<file path="src/rtl/gray_pkg.sv">
// ============================================================================
// Module   : gray_pkg
// Brief    : Shared encodings and helpers for the gray-code monitor.
// Revision : 1.0
// ============================================================================
`default_nettype none

package gray_pkg;

    localparam int DEFAULT_WIDTH = 3;

    localparam logic [1:0] GM_IDLE  = 2'd0;
    localparam logic [1:0] GM_TRACK = 2'd1;
    localparam logic [1:0] GM_ERROR = 2'd2;

    function automatic logic [DEFAULT_WIDTH-1:0] gray2bin(input logic [DEFAULT_WIDTH-1:0] g);
        logic [DEFAULT_WIDTH-1:0] b;
        b[DEFAULT_WIDTH-1] = g[DEFAULT_WIDTH-1];
        for (int i = DEFAULT_WIDTH - 2; i >= 0; i--) begin
            b[i] = b[i+1] ^ g[i];
        end
        return b;
    endfunction

endpackage

`default_nettype wire

</file>
<file path="src/rtl/gray_to_bin.sv">
// ============================================================================
// Module   : gray_to_bin
// Brief    : Purely combinational gray-to-binary converter.
// Revision : 1.0
// ============================================================================
`default_nettype none

module gray_to_bin #(
    parameter int WIDTH = 3
) (
    input  logic [WIDTH-1:0] gray,
    output logic [WIDTH-1:0] bin
);

    // Each binary bit is the parity of the gray bits at and above it.
    for (genvar i = 0; i < WIDTH; i++) begin : g_bit
        assign bin[i] = ^gray[WIDTH-1:i];
    end

endmodule

`default_nettype wire

</file>
<file path="src/rtl/gray_monitor.sv">
// ============================================================================
// Module   : gray_monitor
// Brief    : Checks a gray counter stream for legal +1 steps, counts wraps.
//            Optional overflow-flag checking under GRAY_MON_OVF_CHECK_EN.
// Revision : 1.0
// ============================================================================
`default_nettype none

module gray_monitor
    import gray_pkg::*;
#(
    parameter int WIDTH  = DEFAULT_WIDTH,
    parameter int WRAP_W = 8
) (
    input  logic              Clk,
    input  logic              Reset,
    input  logic              Sample_En,
    input  logic              Clear,
    input  logic [WIDTH-1:0]  Gray_In,
    input  logic              Overflow_In,
    output logic [WIDTH-1:0]  Binary,
    output logic              Valid,
    output logic [WRAP_W-1:0] Wrap_Count,
    output logic              Wrap_Sat,
    output logic              Step_Err
`ifdef GRAY_MON_OVF_CHECK_EN
    ,
    output logic              Ovf_Err
`endif
);

    localparam logic [WIDTH-1:0]  BIN_ONE  = {{(WIDTH-1){1'b0}}, 1'b1};
    localparam logic [WIDTH-1:0]  BIN_MAX  = {WIDTH{1'b1}};
    localparam logic [WRAP_W-1:0] WRAP_ONE = {{(WRAP_W-1){1'b0}}, 1'b1};

    logic [1:0]       state;
    logic [WIDTH-1:0] new_bin;
    logic [WIDTH-1:0] bin_inc;
    logic             is_hold;
    logic             is_step;
    logic             is_wrap;
    logic             ovf_fault;

    gray_to_bin #(
        .WIDTH (WIDTH)
    ) u_gray_to_bin (
        .gray (Gray_In),
        .bin  (new_bin)
    );

    assign bin_inc  = Binary + BIN_ONE;
    assign is_hold  = (new_bin == Binary);
    assign is_step  = (new_bin == bin_inc);
    assign is_wrap  = is_step && (Binary == BIN_MAX);
    assign Wrap_Sat = &Wrap_Count;

`ifdef GRAY_MON_OVF_CHECK_EN
    // A wrap must coincide with the counter's overflow flag; the flag must
    // not be seen before the first wrap.
    assign ovf_fault = is_wrap ? !Overflow_In
                               : (Overflow_In && (Wrap_Count == '0));
`else
    logic unused_ovf;
    assign unused_ovf = Overflow_In;
    assign ovf_fault  = 1'b0;
`endif

    always_ff @(posedge Clk or negedge Reset) begin
        if (!Reset) begin
            state      <= GM_IDLE;
            Binary     <= '0;
            Valid      <= 1'b0;
            Wrap_Count <= '0;
            Step_Err   <= 1'b0;
`ifdef GRAY_MON_OVF_CHECK_EN
            Ovf_Err    <= 1'b0;
`endif
        end else if (Clear) begin
            state      <= GM_IDLE;
            Valid      <= 1'b0;
            Wrap_Count <= '0;
            Step_Err   <= 1'b0;
`ifdef GRAY_MON_OVF_CHECK_EN
            Ovf_Err    <= 1'b0;
`endif
        end else if (state == 2'd3) begin
            state <= GM_IDLE;
        end else if (Sample_En) begin
            case (state)
                GM_IDLE: begin
                    Binary <= new_bin;
                    Valid  <= 1'b1;
                    state  <= GM_TRACK;
                end
                GM_TRACK: begin
                    if (ovf_fault) begin
`ifdef GRAY_MON_OVF_CHECK_EN
                        Ovf_Err <= 1'b1;
`endif
                        Binary  <= new_bin;
                        state   <= GM_ERROR;
                    end else if (is_hold) begin
                        Binary <= Binary;
                    end else if (is_step) begin
                        Binary <= new_bin;
                        if (is_wrap && !Wrap_Sat) begin
                            Wrap_Count <= Wrap_Count + WRAP_ONE;
                        end
                    end else begin
                        Step_Err <= 1'b1;
                        Binary   <= new_bin;
                        state    <= GM_ERROR;
                    end
                end
                GM_ERROR: begin
                    Binary <= new_bin;
                end
                default: begin
                    state <= GM_IDLE;
                end
            endcase
        end
    end

endmodule

`default_nettype wire

</file>
<file path="config.mk">
export PLATFORM = sky130hd
export DESIGN_NAME = gray_monitor
export DESIGN_NICKNAME = d
export VERILOG_FILES = /design/src/rtl/gray_pkg.sv /design/src/rtl/gray_to_bin.sv /design/src/rtl/gray_monitor.sv
export SDC_FILE = /design/constraint.sdc
export NUM_CORES = 1
export LEC_CHECK = 0
export BUFFER_PORTS_ARGS = -buffer_cell sky130_fd_sc_hd__buf_2
export CAP_MARGIN = 25
export CORE_MARGIN = 10
export CORE_UTILIZATION = 50
export CTS_CLUSTER_DIAMETER = 100
export CTS_CLUSTER_SIZE = 28
export DETAILED_ROUTE_END_ITERATION = 10
export PLACE_DENSITY_LB_ADDON = 0.12
export SYNTH_ARGS = -nofsm -noshare
export SYNTH_HDL_FRONTEND = slang
export SYNTH_HIERARCHICAL = 1
export SYNTH_SLANG_ARGS = --single-unit
export TNS_END_PERCENT = 100
</file>
<file path="constraint.sdc">
create_clock -name Clk -period 2.6 [get_ports Clk]
set_input_delay 0.39 -clock Clk [delete_from_list [all_inputs] [get_ports Clk]]
set_output_delay 0.39 -clock Clk [all_outputs]
set_load 0.05 [all_outputs]
</file>
* After elaboration in Yosys (flattened, before gate mapping)
Cells that the tools add are included.
Widths: inputs -> output; s select.
** Word-level totals
- Input port bits :: 8
- Output and inout port bits :: 14
- Bits in registers :: 15
- Word-level logic and storage cells :: 67
** Operators by class
- Equality and inequality tests :: 13
- Reductions and logical operators :: 20
- Mux-type cells :: 25
- Add/sub/neg operators :: 2
- Bitwise logic cells :: 2
** Operators by type and width (number)
- $mux 8 :: 7
- $reduce_bool 2->1 :: 6
- $mux 1 :: 10
- $mux 2 :: 5
- $reduce_and 5->1 :: 2
- $add 8x1->8 const B :: 1
- $ne 2x2->1 const B :: 4
- $ne 4x4->1 const B :: 2
- $reduce_and 8->1 :: 1
- $eq 3x3->1 :: 2
- $pmux 2 s3 :: 1
- $pmux 3 s2 :: 1
- $reduce_and 6->1 :: 1
- $eq 2x2->1 const B :: 2
- $reduce_and 4->1 :: 1
- $add 3x1->3 const B :: 1
- $eq 3x3->1 const B :: 1
- $mux 3 :: 1
- $ne 3x3->1 const B :: 1
- $reduce_and 3->1 :: 1
- $reduce_bool 3->1 :: 1
- $reduce_xor 3->1 :: 1
- $eq 2x1->1 const B :: 1
- $logic_and 1x1->1 :: 2
- 5 further kinds :: 6

* Logic depth before layout (Yosys ltp)
Gate-level depths: netlist (run 1).
- Depth in word-level cells :: 11
- Depth in mapped cells :: 8
- Mapped depth without buffers :: 6

* By module
The synthesis (run 1) kept the hierarchy.
** By module, submodules not included
- gray_monitor :: instances 1, sequential area each 375.4 µm², cells an instance 84, area each 820.8 µm²
- gray_to_bin :: instances 1, sequential area each 0.0 µm², cells an instance 3, area each 40.0 µm²

* Worst setup path after synthesis (run 1)
Ideal clock, no wire load.
- Path kind :: reg-to-reg
- Start point :: register Binary[0]
- End point :: register Wrap_Count[5]
- Clock period less this slack :: 2.567 ns
- Arrival :: 2.489 ns
- Slack :: 0.033 ns
- Required time :: 2.522 ns
- Stages on the path, launching flop included :: 8
- Path buffers :: 1
- Setup time :: 0.078 ns
- Cell sequence :: dfrtp_1 ha_1 ha_1 xor2_1 or4_1 clkbuf_2 or4_1 a21oi_1
** Between the ends
- Longest elaborated chain between the ends :: 6
- Elaborated cells between the ends (all ways) :: 10
- Those cells by class :: add/sub: 1; eq/ne: 4; reduce/logical: 5
** Ends and longest elaborated chain
- start, declared :: RTL line gray_monitor.sv:21 : output logic [WIDTH-1:0] Binary,
- start signal, assigned :: RTL line gray_monitor.sv:91 : Binary <= new_bin;
- start signal, assigned :: RTL line gray_monitor.sv:100 : Binary <= new_bin;
- start signal, assigned :: RTL line gray_monitor.sv:103 : Binary <= Binary;
- $add 3x1->3 :: RTL line gray_monitor.sv:51 : assign bin_inc = Binary + BIN_ONE;
- $eq 3x3->1 :: RTL line gray_monitor.sv:53 : assign is_step = (new_bin == bin_inc);
- $logic_and 1x1->1 :: RTL line gray_monitor.sv:54 : assign is_wrap = is_step && (Binary == BIN_MAX);
- $logic_and 1x1->1 :: RTL line gray_monitor.sv:106 : if (is_wrap && !Wrap_Sat) begin
- $reduce_bool 2->1 (no source line)
- $reduce_and 6->1 (no source line) (*)
- end signal, assigned :: RTL line gray_monitor.sv:107 : Wrap_Count <= Wrap_Count + WRAP_ONE;
- end, declared :: RTL line gray_monitor.sv:23 : output logic [WRAP_W-1:0] Wrap_Count,
Every way passes the cells marked *; elsewhere a longest branch is shown, timed or not.
A chain may end at the register's enable or synchronous reset.

* Final worst setup path (run 1)
- Start point :: register Binary[0]
- End point :: register Wrap_Count[4]
Same word-level chain as after synthesis.

==> results.cfg, run 1 <==
[grt]
antenna_found_initial = 0
grt_max_degree = 16
grt.overflow.total = 0
track_usage_pct = 11.2
grt_pass1_wl_um = 3240
grt_pass1_vias = 727

[critical_path]
crit_chain = ha_1, ha_1, xor2_1, or4_4, or4_1, a21oi_1
worst_ep_required_time_ns = 2.81
crit_type = flip-flop to flip-flop
path_common_cell = ha_1
worstSetupStartpointType = flip-flop
crit_fanout = 13
critical_path.max_stage_delay_ns = 0.60
cpMaxStageDelayCell = or4_4
crit_path_end_kind = flip-flop
arrival_ns = 2.59
crit_family = simple AND/OR/NAND/NOR gates
path_buf_inv = 0

[power]
peakVddDrop_mv = 0.402
p_leak_nw = 0.455
p_per_area_nw_per_um2 = 615
power_uw = 628

[placed_design]
detailedPlacementHpwl_um = 1480
gp_congestion = 0.765
dpl.cell_count = 123
port_buffers = 20
place_area_um2 = 990

[routing]
drt-initial-drc-count = 19
wire_per_inst_um = 15.3
viasPerCell = 5.84
routed_wirelength_um = 1940
first_pass_iters = 3
drt_drc_violations_left = 0
vias = 742
antenna_left = 0

[cells_and_area]
fin_area_um2 = 1020
nets = 123
drive_gt1_share_pct = 27.9
area_growth_pct = 18.5
fin_cells = 127
final_util_pct = 65.4
diodes = 0
nFillCells = 137

[sta]
slew_headroom_pct = 69.6
rsz0062_at_grt = false
hold_viol_final = 15
fin_skew_ns = 0.000941
min_period_ns = 2.38
final_max_slew_viol_count = 0
setup_viol = 0
tns_ns = 0
hold_slack_ns = -0.00364
tightest_slew_ns = 0.454
max_freq_mhz = 420
post-route-period-util_pct = 91.5

[synth]
async_reset_ff_share_pct = 100
postSynthAreaPerCell_um2 = 9.89
syn_inst = 87
synth_area_um2 = 861
ys_seq_area_share_pct = 43.6
yosys_warnings = 6
syn_nets = 98
synth_common_cells = 15 x dfrtp_1, 9 x a21oi_1, 6 x o21ai_0
synth_flop_cell = dfrtp_1
yosysMostFrequentCell = dfrtp_1
yosysUniqueCellTypes = 27
yosysTopAreaCellShare_pct = 43.6
synth-edff-count = 0
yosys.area.top_type = dfrtp_1
ys_top_cells_by_area = dfrtp_1 44%, a21oi_1 5.2%, ha_1 4.4%
ys_seq_elements = 15

[cts]
cts_num_sinks = 15
ctsRootBufferMaster = clkbuf_4
cts_buffers = 3
clock_latency_ns = 0.28
clk_pin_slew_worst_paths_ns = 0.09
cts_hold_buf = 0
htree_levels = 1
cts_tree = built
clockBufferDepth = 2

[status]
violations = hold timing
outcome = finished with violations

[floorplanning]
die_area_um2 = 3780
core_um2 = 1560
pin_count = 22
die-width_um = 61.5
num_rows = 14
fp.dieH_um = 61.5
initial_core_util_pct = 55.2

[min_path]
hold_path.class = input port to asynchronous set/reset pin

[flow_run]
max-cap-violations = 0
logic make-up after synthesis:
| kind of cell | count (synthesis) | share of synthesized area [%] |
|---|---|---|
| buf+inv | 9 | 4.65 |
| mux | 3 | 3.92 |
| simple gates | 23 | 15.3 |
| flops | 15 | 43.6 |
| xor+xnor | 7 | 8.87 |
| compound gates | 27 | 19.3 |
| fa+ha+maj | 3 | 4.36 |
per-stage QoR:
step                setup slack [ns]  hold slack [ns]
floorplan                     0.0330           0.0944
global placement               0.154            0.310
detailed placement            0.0884            0.310
CTS                           0.0632         0.000766
global route                  0.0924          0.00248
finish                         0.221         -0.00364
registers in the layout (all words and copies together) (netlist names):
| signal | count |
|---|---|
| Binary | 3 |
| Wrap_Count | 8 |
| Step_Err | 1 |
| state | 2 |
| Valid | 1 |
worst paths after layout:
| kind | to | cells past startpoint | from | slack [ns] |
|---|---|---|---|---|
| setup / recovery | Wrap_Count[4] | 6 | Binary[0] | 0.22 |
| hold / removal | state[0] | 1 | Reset | -0.004 |
| setup reg to reg | Wrap_Count[4] | 6 | Binary[0] | 0.22 |
| hold reg to reg | Valid | 2 | Valid | 0.50 |
| max in group asynchronous | Wrap_Count[4] | 1 | Reset | 2.36 |
| min in group Clk | state[0] | 2 | Sample_En | 0.35 |
cell usage in the layout (no fill, tap or decap), types with 4 or more instances in the layout:
| cell type | instances |
|---|---|
| o31ai_1 | 4 |
| a31oi_1 | 4 |
| nand3_1 | 4 |
| a21oi_1 | 9 |
| buf_2 | 20 |
| dfrtp_1 | 15 |
| buf_4 | 4 |
| inv_1 | 5 |
| o21ai_0 | 6 |
| or4_1 | 4 |
metal layers:
layer / part of all wire, % / track usage, % / wire length [µm] / vias to the layer above
met4: 0.82 / 2.87 / 16 / 0
met1: 49 / 14.0 / 955 / 348
met5: 0 / 0 / 0 / -
met3: 5.5 / 3.70 / 106 / 2
met2: 44 / 17.9 / 864 / 13
li1: - / - / - / 379
report_power, final:
part	total [mW]	switching (mW)	internal, mW
sequential	0.269	0.0170	0.252
combinational	0.225	0.139	0.0857
clock	0.133	0.0736	0.0595
total	0.628	0.230	0.398
what timing repair did:
item	4_1_cts	5_1_grt
resized for setup	0	1
setup buffers	0	0
endpoints found under the setup margin	0	5
layout make-up:
cell class / instances / area, µm² / share of cell area [%]
Timing Repair Buffer: 24 / 130 / 12.8
Multi-Input combinational cell: 63 / 449 / 44.0
Clock buffer: 4 / 26.3 / 2.58
Inverter: 5 / 18.8 / 1.84
Sequential cell: 15 / 375 / 36.8
Tap cell: 16 / 20.0 / 1.96
Power figures use the tool's default switching activity.
==> inputs of run 2 (changes only) <==
clock period = 2.7 ns   (was 2.6 ns; I/O delays follow)
==> run 2 against run 1 <==
The flow still finishes with violations (hold timing). Largest power group unchanged. First-iteration DRC count down 16%. Register-to-register slack worse by 0.04 ns. Utilization down 1.2 points. Highest routed layer unchanged. Worst hold slack better by 0.0023 ns. Sequential cell count unchanged. Sequential share of layout area up 0.69 points. Non-clock buffer count down 2. Die area unchanged. Count of clock-buffer cells in the layout unchanged. Critical path depth up 1. Power down 6.8%.
==> results.cfg, run 2 (synthesis results as in run 1) <==
[critical_path]
crit_fanout = 12
worst_ep_required_time_ns = 2.91
arrival_ns = 2.73
crit_path_end_kind = flip-flop
crit_type = flip-flop to flip-flop
worstSetupStartpointType = flip-flop

[placed_design]
gp_congestion = 0.765
port_buffers = 20
detailedPlacementHpwl_um = 1430

[cells_and_area]
area_growth_pct = 16.3
final_cell_mix = 20 x buf_2, 15 x dfrtp_1, 9 x a21oi_1
ff_latch_area_um2 = 375
drive_gt1_share_pct = 25.7
largest_register = Wrap_Count
layout_commonest_cell = buf_2
diodes = 0
nets = 121
multi_input_area_um2 = 445
nFillCells = 135
largest_reg_flops = 8
largestRegisters = Wrap_Count x8, Binary x3, state x2

[routing]
drt-initial-drc-count = 16
vias = 740
routed_wirelength_um = 1860
wire_per_inst_um = 14.9
drt_drc_violations_left = 0
first_pass_iters = 4
antenna_left = 0
viasPerCell = 5.92

[power]
peakVddDrop_mv = 0.531
power_uw = 585
p_leak_nw = 0.444
p_per_area_nw_per_um2 = 585

[sta]
tightest_slew_ns = 0.451
tns_ns = 0
hold_viol_final = 2
fin_skew_ns = 0.00533
min_period_ns = 2.52
rsz0062_at_grt = false
slew_headroom_pct = 69.8
hold_slack_ns = -0.00133
max_freq_mhz = 397
final_max_slew_viol_count = 0
setup_viol = 0
post-route-period-util_pct = 93.3

[grt]
grt.overflow.total = 0
track_usage_pct = 11.2
antenna_found_initial = 0
grt_max_degree = 16
grt_pass1_wl_um = 3170
grt_pass1_vias = 714

[floorplanning]
num_rows = 14
die_area_um2 = 3780
core_um2 = 1560
die-width_um = 61.5
fp.dieH_um = 61.5
initial_core_util_pct = 55.2
pin_count = 22

[cts]
htree_levels = 1
postCtsSetupBuffers = 0
cts_hold_buf = 0
cts_num_sinks = 15
clk_pin_slew_worst_paths_ns = 0.08
clock_latency_ns = 0.29
clockBufferDepth = 2
cts_buffers = 3
post_cts_resized = 0
cts_tree = built
ctsRootBufferMaster = clkbuf_4

[flow_run]
max-cap-violations = 0

[min_path]
hold_path.class = input port to asynchronous set/reset pin

[status]
outcome = finished with violations
violations = hold timing
[run 2: layer usage]
metal | vias to the layer above | track usage (%) | part of all wire (%)
met5 | - | 0 | 0
met4 | 0 | 2.87 | 0.91
met3 | 2 | 5.14 | 7.8
met2 | 23 | 18.0 | 46
met1 | 341 | 13.1 | 45
li1 | 374 | - | -
[run 2: where the power goes]
part           leakage (nW)  switching, mW  internal, mW
clock network        0.0150         0.0683        0.0575
registers             0.200         0.0197         0.243
logic                 0.229          0.125        0.0721
total                 0.444          0.213         0.373
[run 2: path summary, 6_finish.rpt]
check	from	to	slack, ns	cells past startpoint
min	Reset	state[0]	-0.001	1
min reg2reg	Valid	Valid	0.50	2
max	Binary[0]	Wrap_Count[0]	0.18	7
max in group asynchronous	Reset	Binary[0]	2.45	1
min in group Clk	Sample_En	state[0]	0.36	2
max reg2reg	Binary[0]	Wrap_Count[0]	0.18	7
[run 2: metrics by stage]
stage	instance area [µm²]	std cells	setup slack, ns	utilization [%]	hold slack (ns)
final	1000	125	0.182	64.2	-0.00133
after global routing	1000	125	0.0214	64.2	0.00429
after CTS	1000	125	0.179	64.2	0.00227
after global placement	975	121	0.238	62.5	0.325
after floorplan	861	87	0.133	-	0.109
after detailed placement	975	121	0.198	62.5	0.325
[run 2: final cells by class]
type / count / share of cell area (%)
repair buffers: 22 / 11.5
inverters: 5 / 1.88
multi-input cells: 63 / 44.5
well taps: 16 / 2.00
flip-flops and latches: 15 / 37.5
clock buffers: 4 / 2.63
[run 2: critical path, cell delays in order (launching register included)]
cell	delay, ns
dfrtp_1	0.42
ha_1	0.21
ha_1	0.28
xor2_1	0.15
or4_1	0.71
buf_4	0.24
or3_1	0.30
a21oi_1	0.14
